File: src/rtl/mux_rr_arbiter.sv
// Round-robin arbiter in front of a 4:1 MUX: registered one-hot grant, select lines and valid,
// with a bounded hold time so a busy requester cannot starve the others.
module mux_rr_arbiter #(
  parameter int unsigned MAX_HOLD = 4,
  parameter int unsigned CNT_W    = 8
) (
  input  logic       Clk,
  input  logic       Reset,
  input  logic [3:0] Req,
  output logic [3:0] Grant,
  output logic       Sel1,
  output logic       Sel0,
  output logic       Valid
);

  typedef enum logic [0:0] {StIdle, StBusy} state_e;

  localparam logic [CNT_W-1:0] MaxHold = CNT_W'(MAX_HOLD);
  localparam logic [CNT_W-1:0] HoldOne = CNT_W'(1);

  state_e           state_q, state_d;
  logic [1:0]       ptr_q, ptr_d;
  logic [1:0]       sel_q, sel_d;
  logic [3:0]       grant_q, grant_d;
  logic             valid_q, valid_d;
  logic [CNT_W-1:0] hold_q, hold_d;

  logic [3:0] others;
  logic [2:0] pick_ptr;
  logic [2:0] pick_next;

  // Returns {found, index} of the first set bit of req, scanning start, start+1, ... mod 4.
  function automatic logic [2:0] rr_pick(input logic [3:0] req, input logic [1:0] start);
    logic [3:0] rot;
    logic [1:0] off;
    for (int i = 0; i < 4; i++) begin
      rot[i] = req[start + 2'(i)];
    end
    off = 2'd0;
    for (int i = 3; i >= 0; i--) begin
      if (rot[i]) off = 2'(i);
    end
    return {|rot, start + off};
  endfunction

  // While busy, sel_q is the current owner.
  assign others    = Req & ~(4'b0001 << sel_q);
  assign pick_ptr  = rr_pick(Req, ptr_q);
  assign pick_next = rr_pick(others, sel_q + 2'd1);

  always_comb begin
    state_d = state_q;
    ptr_d   = ptr_q;
    sel_d   = sel_q;
    grant_d = grant_q;
    valid_d = valid_q;
    hold_d  = hold_q;

    unique case (state_q)
      StIdle: begin
        if (|Req) begin
          state_d = StBusy;
          grant_d = 4'b0001 << pick_ptr[1:0];
          sel_d   = pick_ptr[1:0];
          valid_d = 1'b1;
          hold_d  = HoldOne;
          ptr_d   = pick_ptr[1:0] + 2'd1;
        end else begin
          grant_d = 4'b0000;
          valid_d = 1'b0;
        end
      end
      StBusy: begin
        if (!Req[sel_q] || ((hold_q >= MaxHold) && (|others))) begin
          // Release or preemption; with the owner's bit low, others equals Req.
          if (pick_next[2]) begin
            grant_d = 4'b0001 << pick_next[1:0];
            sel_d   = pick_next[1:0];
            valid_d = 1'b1;
            hold_d  = HoldOne;
            ptr_d   = pick_next[1:0] + 2'd1;
          end else begin
            state_d = StIdle;
            grant_d = 4'b0000;
            valid_d = 1'b0;
            hold_d  = '0;
          end
        end else if (hold_q < MaxHold) begin
          hold_d = hold_q + HoldOne;
        end
      end
    endcase
  end

  always_ff @(posedge Clk) begin
    if (Reset) begin
      state_q <= StIdle;
      ptr_q   <= 2'd0;
      sel_q   <= 2'd0;
      grant_q <= 4'b0000;
      valid_q <= 1'b0;
      hold_q  <= '0;
    end else begin
      state_q <= state_d;
      ptr_q   <= ptr_d;
      sel_q   <= sel_d;
      grant_q <= grant_d;
      valid_q <= valid_d;
      hold_q  <= hold_d;
    end
  end

  assign Grant = grant_q;
  assign Sel1  = sel_q[1];
  assign Sel0  = sel_q[0];
  assign Valid = valid_q;

endmodule

File: config.mk
export PLATFORM = sky130hd
export DESIGN_NAME = mux_rr_arbiter
export DESIGN_NICKNAME = d
export VERILOG_FILES = /design/src/rtl/mux_rr_arbiter.sv
export SDC_FILE = /design/constraint.sdc
export NUM_CORES = 1
export LEC_CHECK = 0
export CAP_MARGIN = 20
export CORE_MARGIN = 1
export CORE_UTILIZATION = 55
export CTS_CLUSTER_SIZE = 14
export DETAILED_ROUTE_END_ITERATION = 7
export PLACE_DENSITY = 0.76
export SYNTH_ARGS = -nofsm -noshare
export SYNTH_HDL_FRONTEND = slang
export SYNTH_SLANG_ARGS = --single-unit
File: constraint.sdc
create_clock -name Clk -period 5.97 [get_ports Clk]
set_clock_uncertainty 0.2 [all_clocks]
set_input_delay 1.194 -clock Clk [delete_from_list [all_inputs] [get_ports Clk]]
set_output_delay 1.194 -clock Clk [all_outputs]
set_load 0.02 [all_outputs]
## Yosys cells after proc, flatten, opt, wreduce, memory -nomap -nowiden

Index checks and enable logic that the tools add are counted.
W data, S select, Z words.

- Input bits: 6
- Flip-flop bits (word level): 18
- Logic and storage cells: 96

- $add $sub $neg: 12
- Muxes and demuxes: 49
- Shift-type cells: 3
- Reduce and logical (&&, ||, !) cells: 8
- $lt $le $gt $ge: 11
- Equality and inequality tests: 4
- Bitwise gates (word level): 3

Operator list:

| cell | number |
|---|---|
| $mux W2 | 14 |
| $lt A2 B3 Y1 const B | 9 |
| $mux W8 | 3 |
| $bmux W1 S2 | 9 |
| $pmux W8 S2 | 1 |
| $mux W1 | 14 |
| $mux W4 | 3 |
| $reduce_or A4 Y1 | 3 |
| $shl A1 B2 Y4 const A | 3 |
| $add A2 B1 Y2 const B | 5 |
| $add A2 B2 Y2 const B | 4 |
| $add A8 B1 Y8 const B | 1 |
| $ge A8 B3 Y1 const B | 1 |
| $lt A8 B3 Y1 const B | 1 |
| $pmux W2 S2 | 2 |
| $pmux W4 S2 | 1 |
| $add A2 B2 Y2 | 2 |
| $and A4 B4 Y4 | 1 |
| $ne A2 B1 Y1 const B | 2 |
| $not A4 Y4 | 1 |
| $pmux W1 S2 | 2 |
| $ne A3 B1 Y1 const B | 1 |
| $reduce_and A3 Y1 | 1 |
| $ne A2 B2 Y1 const B | 1 |
| other kinds (5) | 5 |

## Depth between registers and ports, before layout

Gate-level depths: netlist (run 1).

- Depth after elaboration: 14
- Gate-level depth with buffers: 12
- Depth with buffers taken out: 11

## Worst setup path after synthesis (run 1)

No wires, ideal clock.

- Path kind: input port to flip-flop
- Start: input port Req[0]
- End: register grant_q[0] (netlist: Grant[0])
- Setup slack: 2.875 ns
- Stages: 10
- Setup time: 0.091 ns
- Data required time: 5.679 ns
- Path buffers: 1
- Data arrival time: 2.804 ns
- Cell sequence: buf_6 nor2_1 nor3_1 a21oi_1 o21ai_0 ha_1 xnor2_1 xor2_1 or3_1 a311oi_1

- Cells in the longest elaborated chain, start to end: 12
- Elaborated cells on any way between the ends: 42
- Those cells by class: add/sub: 2; eq/ne: 1; shift: 2; mux: 30; bitwise: 1; reduce/logical: 6

Ends and longest elaborated chain:

| element | line | source |
|---|---|---|
| start, declared | 9 | `input logic [3:0] Req,` |
| $and A4 B4 Y4 | 47 | `assign others = Req & ~(4'b0001 << sel_q);` |
| $bmux W1 S2 | 37 | `rot[i] = req[start + 2'(i)];` |
| $mux W1 (not written as such) | 37 |  |
| $mux W2 (4 in series) | 41 | `if (rot[i]) off = 2'(i);` |
| $add A2 B2 Y2 | 43 | `return {\|rot, start + off};` |
| $shl A1 B2 Y4 | 77 | `grant_d = 4'b0001 << pick_next[1:0];` |
| $mux W4 | 76 | `if (pick_next[2]) begin` |
| $mux W4 | 74 | `if (!Req[sel_q] \|\| ((hold_q >= MaxHold) && (\|others))) begin` |
| $pmux W4 S2 | 59 | `unique case (state_q)` |
| end signal, assigned | 107 | `grant_q <= grant_d;` |
| end, declared | 24 | `logic [3:0] grant_q, grant_d;` |

Parallel ways exist; a longest one is shown, timed or not. The select of a mux whose other input is x is not followed.
A chain may end at the register's enable or synchronous reset.

## Worst setup path in the final report (run 1)

- Start: input port Req[2]
- End: register grant_q[3] (netlist: Grant[3])

The elaborated chain is that of the path after synthesis.

==> flow_summary.ini, run 1 <==
[place]
dp_hpwl_um = 2134
dpl_cell_area_mm2 = 0.001473
numPortBuffers = 12
gp_congestion = 0.8987

[timing]
rsz0062_at_grt = false
final-hold-violation-count = 0
final_max_slew_viol_count = 0
hold_slack_ns = 0.2360
setup_tns_ns = 0
slew_headroom_pct = 52.95
max_freq_mhz = 273.1
final_period_minus_worst_setup_slack_ns = 3.662
tightest_slew_ns = 0.6966
setup_viol = 0
fin_crit_sh_pct = 61.34

[yosys]
async_reset_ff_share_pct = 0
seq_area_frac_synth_pct = 25.90
synth_cell_types = 51
avgSynthCellArea_um2 = 8.642
netlist_area_mm2 = 0.001391
synth_fp_nets = 175
synth-warning-count = 0
synth_edf_count = 0
yosys-top-cells-area = dfxtp_1 26%, ha_1 7.2%, nor2_1 6.5%, buf_6 4.0%, nand3_1 3.2%
synth_top_cell_by_area = dfxtp_1
ys.flop_type = dfxtp_1
synth_top_area_share_pct = 25.90
synth-seq-cells = 18
netlist_instances = 161

[flow_run]
drv_cap = 0

[drt]
wl_per_cell_um = 15.30
avgViaCountPerCell = 6.495
antenna_left = 0
first_pass_iters = 4
drc = 0
drt_iter0_drc = 24
dr_total_vias = 1273
drt_wl_total_um = 2998

[setup_path]
arrival_ns = 3.67
crit_path_end_kind = flip-flop
crit_required_ns = 5.98
critPathKind = primary input to flip-flop
start_kind = primary input
cp_max_fo = 11

[worst_hold_path]
min_path_type = flip-flop to flip-flop

[layout]
final_area_mm2 = 0.001509
final_core_util_pct = 65.69
multi_input_area_um2 = 923.4
drive_gt1_share_pct = 10.12
final_nets = 183
fillerInstances = 216
seqCellArea_um2 = 360.3
antennaDiodeCount = 0
area_growth_pct = 8.453

[global_route]
overflow = 0
grt_busiest_layer = met2
grt_first_pass_wirelength_um = 5154
met2_usage_pct = 43.67
grt_pass1_vias = 1168
grt_use_met3_pct = 2.609
antenna_found_initial = 0
grt_max_degree = 15
track_usage_pct = 25.42
grt_use_met1_pct = 32.63

[clock_tree]
htreeDepth = 1
cts_resized = 0
cts_inserted_buffers = 3
path_clk_slew_ns = 0.11
insertion_delay_ns = 0.30
cts.sink_count = 18
cts_tree = done
clock-root-buffer = clkbuf_4
postCtsHoldBufs = 0
postCtsSetupBuffers = 0
clock_path_buffers = 2

[floorplan]
core-area_mm2 = 0.002297
die-area_mm2 = 0.002735
dieHeight_um = 52.30
rows = 17
die_w_um = 52.30
io_pins = 13
initial_core_util_pct = 60.57

[power_and_ir_drop]
total_leakage_power_nw = 0.5646
vdd_drop_max_uv = 368.2
powerDensity_mw_per_mm2 = 455.7

[outcome]
status = finished clean
-- cell type report --
cell class / instances / area share [%]
Clock buffer: 4 / 2.405
Inverter: 9 / 2.239
Multi-Input combinational cell: 125 / 61.19
Sequential cell: 18 / 23.88
Tap cell: 28 / 2.322
Timing Repair Buffer: 12 / 7.960
-- registers in the layout, indices dropped and copies added, names as in the netlist --
| name | count |
|---|---|
| ptr_q | 2 |
| state_q | 1 |
| Valid | 1 |
| Grant | 4 |
| hold_q | 8 |
| sel_q | 2 |
-- routing by layer --
metal,routed length [um],vias to the layer above
li1,-,623
met1,1327,602
met2,1450,44
met3,193,4
met4,27,0
met5,0,-
-- stage by stage --
step | total power, mW | cells | worst slack (ns)
6_report | 0.6876 | 196 | 2.308
5_1_grt | 0.7408 | 196 | 1.970
4_1_cts | 0.6847 | 196 | 2.296
3_5_place_dp | 0.6021 | 192 | 2.028
3_3_place_gp | 0.5893 | 192 | 2.125
2_1_floorplan | 0.5085 | 161 | 2.875
-- synth_stat cells, types with 2 or more instances --
cell      number
a32oi_1        2
buf_2          2
a311oi_1       4
nand2_1        4
nor2_1        24
nor2b_1        2
nor2b_4        3
clkbuf_1       2
a21o_1         4
nor3_1         2
o21ai_0        5
nor4_1         2
nand3_1        9
a211oi_1       4
buf_6          5
o32ai_1        2
a211o_1        3
nand2b_1       6
dfxtp_1       18
ha_1           8
o211ai_1       2
nand3b_1       3
inv_1          9
a211oi_2       2
a21oi_1        5
a41oi_1        4
-- critical path: stages --
cell and delay (ns):
clkdlybuf4s50_1 0.60, nor2_1 0.29, nor3_1 0.08, a21oi_1 0.14, o21ai_0 0.10, ha_1 0.20
xnor2_1 0.23, xor2_1 0.38, nand3_1 0.12, a311oi_1 0.32
-- final timing paths --
check | startpoint | to | slack (ns) | depth (start not counted)
max | Req[2] | Grant[3] | 2.31 | 10
min | hold_q[6] | hold_q[6] | 0.24 | 2
max reg2reg | sel_q[0] | Grant[0] | 2.91 | 10
min reg2reg | hold_q[6] | hold_q[6] | 0.24 | 2
-- cells by family after synthesis --
logic type               count (synthesis)  share of synthesized area [%]
AND/OR/NAND/NOR                         63                          25.36
AO/OA/AOI/OAI                           49                          28.60
buffers and inverters                   18                          7.734
flip-flops                              18                          25.90
adder cells (fa/ha/maj)                  8                          7.195
XOR/XNOR                                 3                          2.878
multiplexers                             2                          2.338
-- layout by cell type, fill, tap and decap left out, types with 2 or more instances in the layout --
master	Yosys	routed
o21ai_0	5	5
nor4_1	2	2
nand2_1	4	4
dfxtp_1	18	18
nor2b_1	2	2
a211oi_1	4	4
nor2b_4	3	3
a41oi_1	4	4
o32ai_1	2	2
ha_1	8	8
inv_1	9	9
a211o_1	3	3
nand2b_1	6	6
a311oi_1	4	4
nor3_1	2	2
nand3_1	9	9
nor2_1	24	24
clkdlybuf4s50_1	0	12
clkbuf_4	0	3
a32oi_1	2	2
o211ai_1	2	2
a21oi_1	5	5
a21o_1	4	4
nand3b_1	3	3
a211oi_2	2	2
-- power by group --
group | internal, mW | total (mW) | switching (mW)
combinational | 0.192 | 0.425 | 0.233
clock | 0.0372 | 0.0772 | 0.0400
sequential | 0.147 | 0.185 | 0.0380
total | 0.377 | 0.688 | 0.311
No activity file was read; power rests on OpenSTA's default activity.
==> inputs of run 2 (changes only) <==
- clock period: 5.97 -> 3.5 ns (I/O delays scaled with it)
==> run 2 against run 1 <==
Against the previous run: global-route usage is the same; worst setup slack lost 2.1 ns; final cell count is the same; via count grew 2.1%; register-to-register slack lost 2.5 ns; clock-buffer cell count is the same; critical path type unchanged; largest cell class unchanged.
==> flow_summary.ini, run 2 (synthesized netlist as in run 1, its figures left out) <==
[outcome]
status = finished clean

[setup_path]
rr_worst_depth = 11
r2r-end = Grant[3]
arrival_ns = 3.26
crit_path_end_kind = flip-flop
crit_required_ns = 3.51
critPathKind = primary input to flip-flop
start_kind = primary input
cp_max_fo = 11
startpoint = Req[2]
rrSetupSlack_ns = 0.44
worstReg2RegStart = sel_q[0]

[clock_tree]
cts.sink_count = 18
cts_tree = done
clock-root-buffer = clkbuf_4
cts_inserted_buffers = 3
clock_path_buffers = 2
htreeDepth = 1
postCtsHoldBufs = 0
insertion_delay_ns = 0.30
postCtsSetupBuffers = 0
path_clk_slew_ns = 0.11

[layout]
final_nets = 183
instances_no_fill = 196
largest_reg_flops = 8
antennaDiodeCount = 0
multi_input_area_um2 = 930.9
drive_gt1_share_pct = 10.71
regMostFlops = hold_q
final_common_cell = nor2_1
fillerInstances = 216
final_cell_mix = 24 x nor2_1, 18 x dfxtp_1, 12 x clkdlybuf4s50_1, 9 x inv_1, 9 x nand3_1
seqCellArea_um2 = 360.3
area_growth_pct = 8.993

[floorplan]
dieHeight_um = 52.30
die_w_um = 52.30
core-area_mm2 = 0.002297
rows = 17
io_pins = 13
initial_core_util_pct = 60.57
die-area_mm2 = 0.002735

[timing]
slew_headroom_pct = 53.42
fin_crit_sh_pct = 92.78
setup_viol = 0
final_period_minus_worst_setup_slack_ns = 3.247
setup_tns_ns = 0
tightest_slew_ns = 0.6897
final_max_slew_viol_count = 0
final-hold-violation-count = 0
hold_slack_ns = 0.2359
max_freq_mhz = 308.0

[place]
place_inst = 192
numPortBuffers = 12
gp_congestion = 0.8987
dp_hpwl_um = 2134

[drt]
dr_total_vias = 1300
first_pass_iters = 4
antenna_left = 0
drt_iter0_drc = 31
avgViaCountPerCell = 6.633
drc = 0
drt_wl_total_um = 3048
wl_per_cell_um = 15.55

[global_route]
track_usage_pct = 25.42
grt_first_pass_wirelength_um = 5154
grt_max_degree = 15
overflow = 0
antenna_found_initial = 0
grt_pass1_vias = 1168

[worst_hold_path]
hold_start = hold_q[6]
min_path_type = flip-flop to flip-flop
whs_path_depth = 2
hold_end = hold_q[6]

[power_and_ir_drop]
clockPowerShare_pct = 11.0
seqPwrFrac_pct = 26.7
internal-power_mw = 0.6461
total_power_mw = 1.184
swShare_pct = 45.45
powerDensity_mw_per_mm2 = 781.1
total_leakage_power_nw = 0.5666
p_comb_share_pct = 62.3
p_sw_mw = 0.5384
vdd_drop_max_uv = 636.6

[flow_run]
drv_cap = 0
-- run 2: per-layer routing --
metal / vias up / global-route usage (%) / wire length, um
met5: - / 0 / 0
met3: 6 / 2.609 / 144
met4: 0 / 8.772 / 37
met1: 624 / 32.63 / 1371
met2: 45 / 43.67 / 1495
li1: 625 / - / -
-- run 2: timing repair --
item | in CTS | in global routing
hold endpoints to repair | 0 | 0
resized for setup | 0 | 1
endpoints found under the setup margin | 0 | 1
-- run 2: stage by stage --
| stage | worst slack (ns) | area (um2) | util [%] |
|---|---|---|---|
| after global placement | 0.1493 | 1473 | 64.11 |
| after CTS | 0.3198 | 1509 | 65.69 |
| after floorplan | 0.7214 | 1391 | - |
| after detailed placement | 0.05173 | 1473 | 64.11 |
| final | 0.2528 | 1516 | 66.01 |
| after global routing | -0.005161 | 1516 | 66.01 |
-- run 2: layout make-up --
cell class / instances / share of cell area [%]
clock buffer: 4 / 2.393
multi-input combinational: 125 / 61.39
tap: 28 / 2.310
timing repair buffer: 12 / 7.921
sequential: 18 / 23.76
inverter: 9 / 2.228
-- run 2: how the worst max path moves through the flow --
stage / endpoint / depth (start not counted) / slack (ns)
final: Grant[0] / 10 / 0.25
after floorplan: Grant[0] / 11 / 0.72
after global routing: Grant[0] / 10 / -0.005
after detailed placement: Grant[3] / 10 / 0.05
after CTS: Grant[3] / 10 / 0.32
after global placement: Grant[0] / 10 / 0.15
-- run 2: power groups by stage --
stage | Combinational [mW] | Clock, mW | Sequential [mW]
after global routing | 0.805 | 0.141 | 0.326
after CTS | 0.720 | 0.131 | 0.317
after detailed placement | 0.706 | 0 | 0.321
final | 0.738 | 0.131 | 0.316
after global placement | 0.690 | 0 | 0.315
after floorplan | 0.537 | 0 | 0.330
-- run 2: critical path, cell delays in order --
cell and delay (ns):
clkdlybuf4s50_1 0.60, nor2_1 0.29, nor3_1 0.09, a21oi_1 0.14, o21ai_0 0.10, ha_1 0.21
xnor2_1 0.34, xor2_2 0.18, or3_1 0.33, a311oi_1 0.28
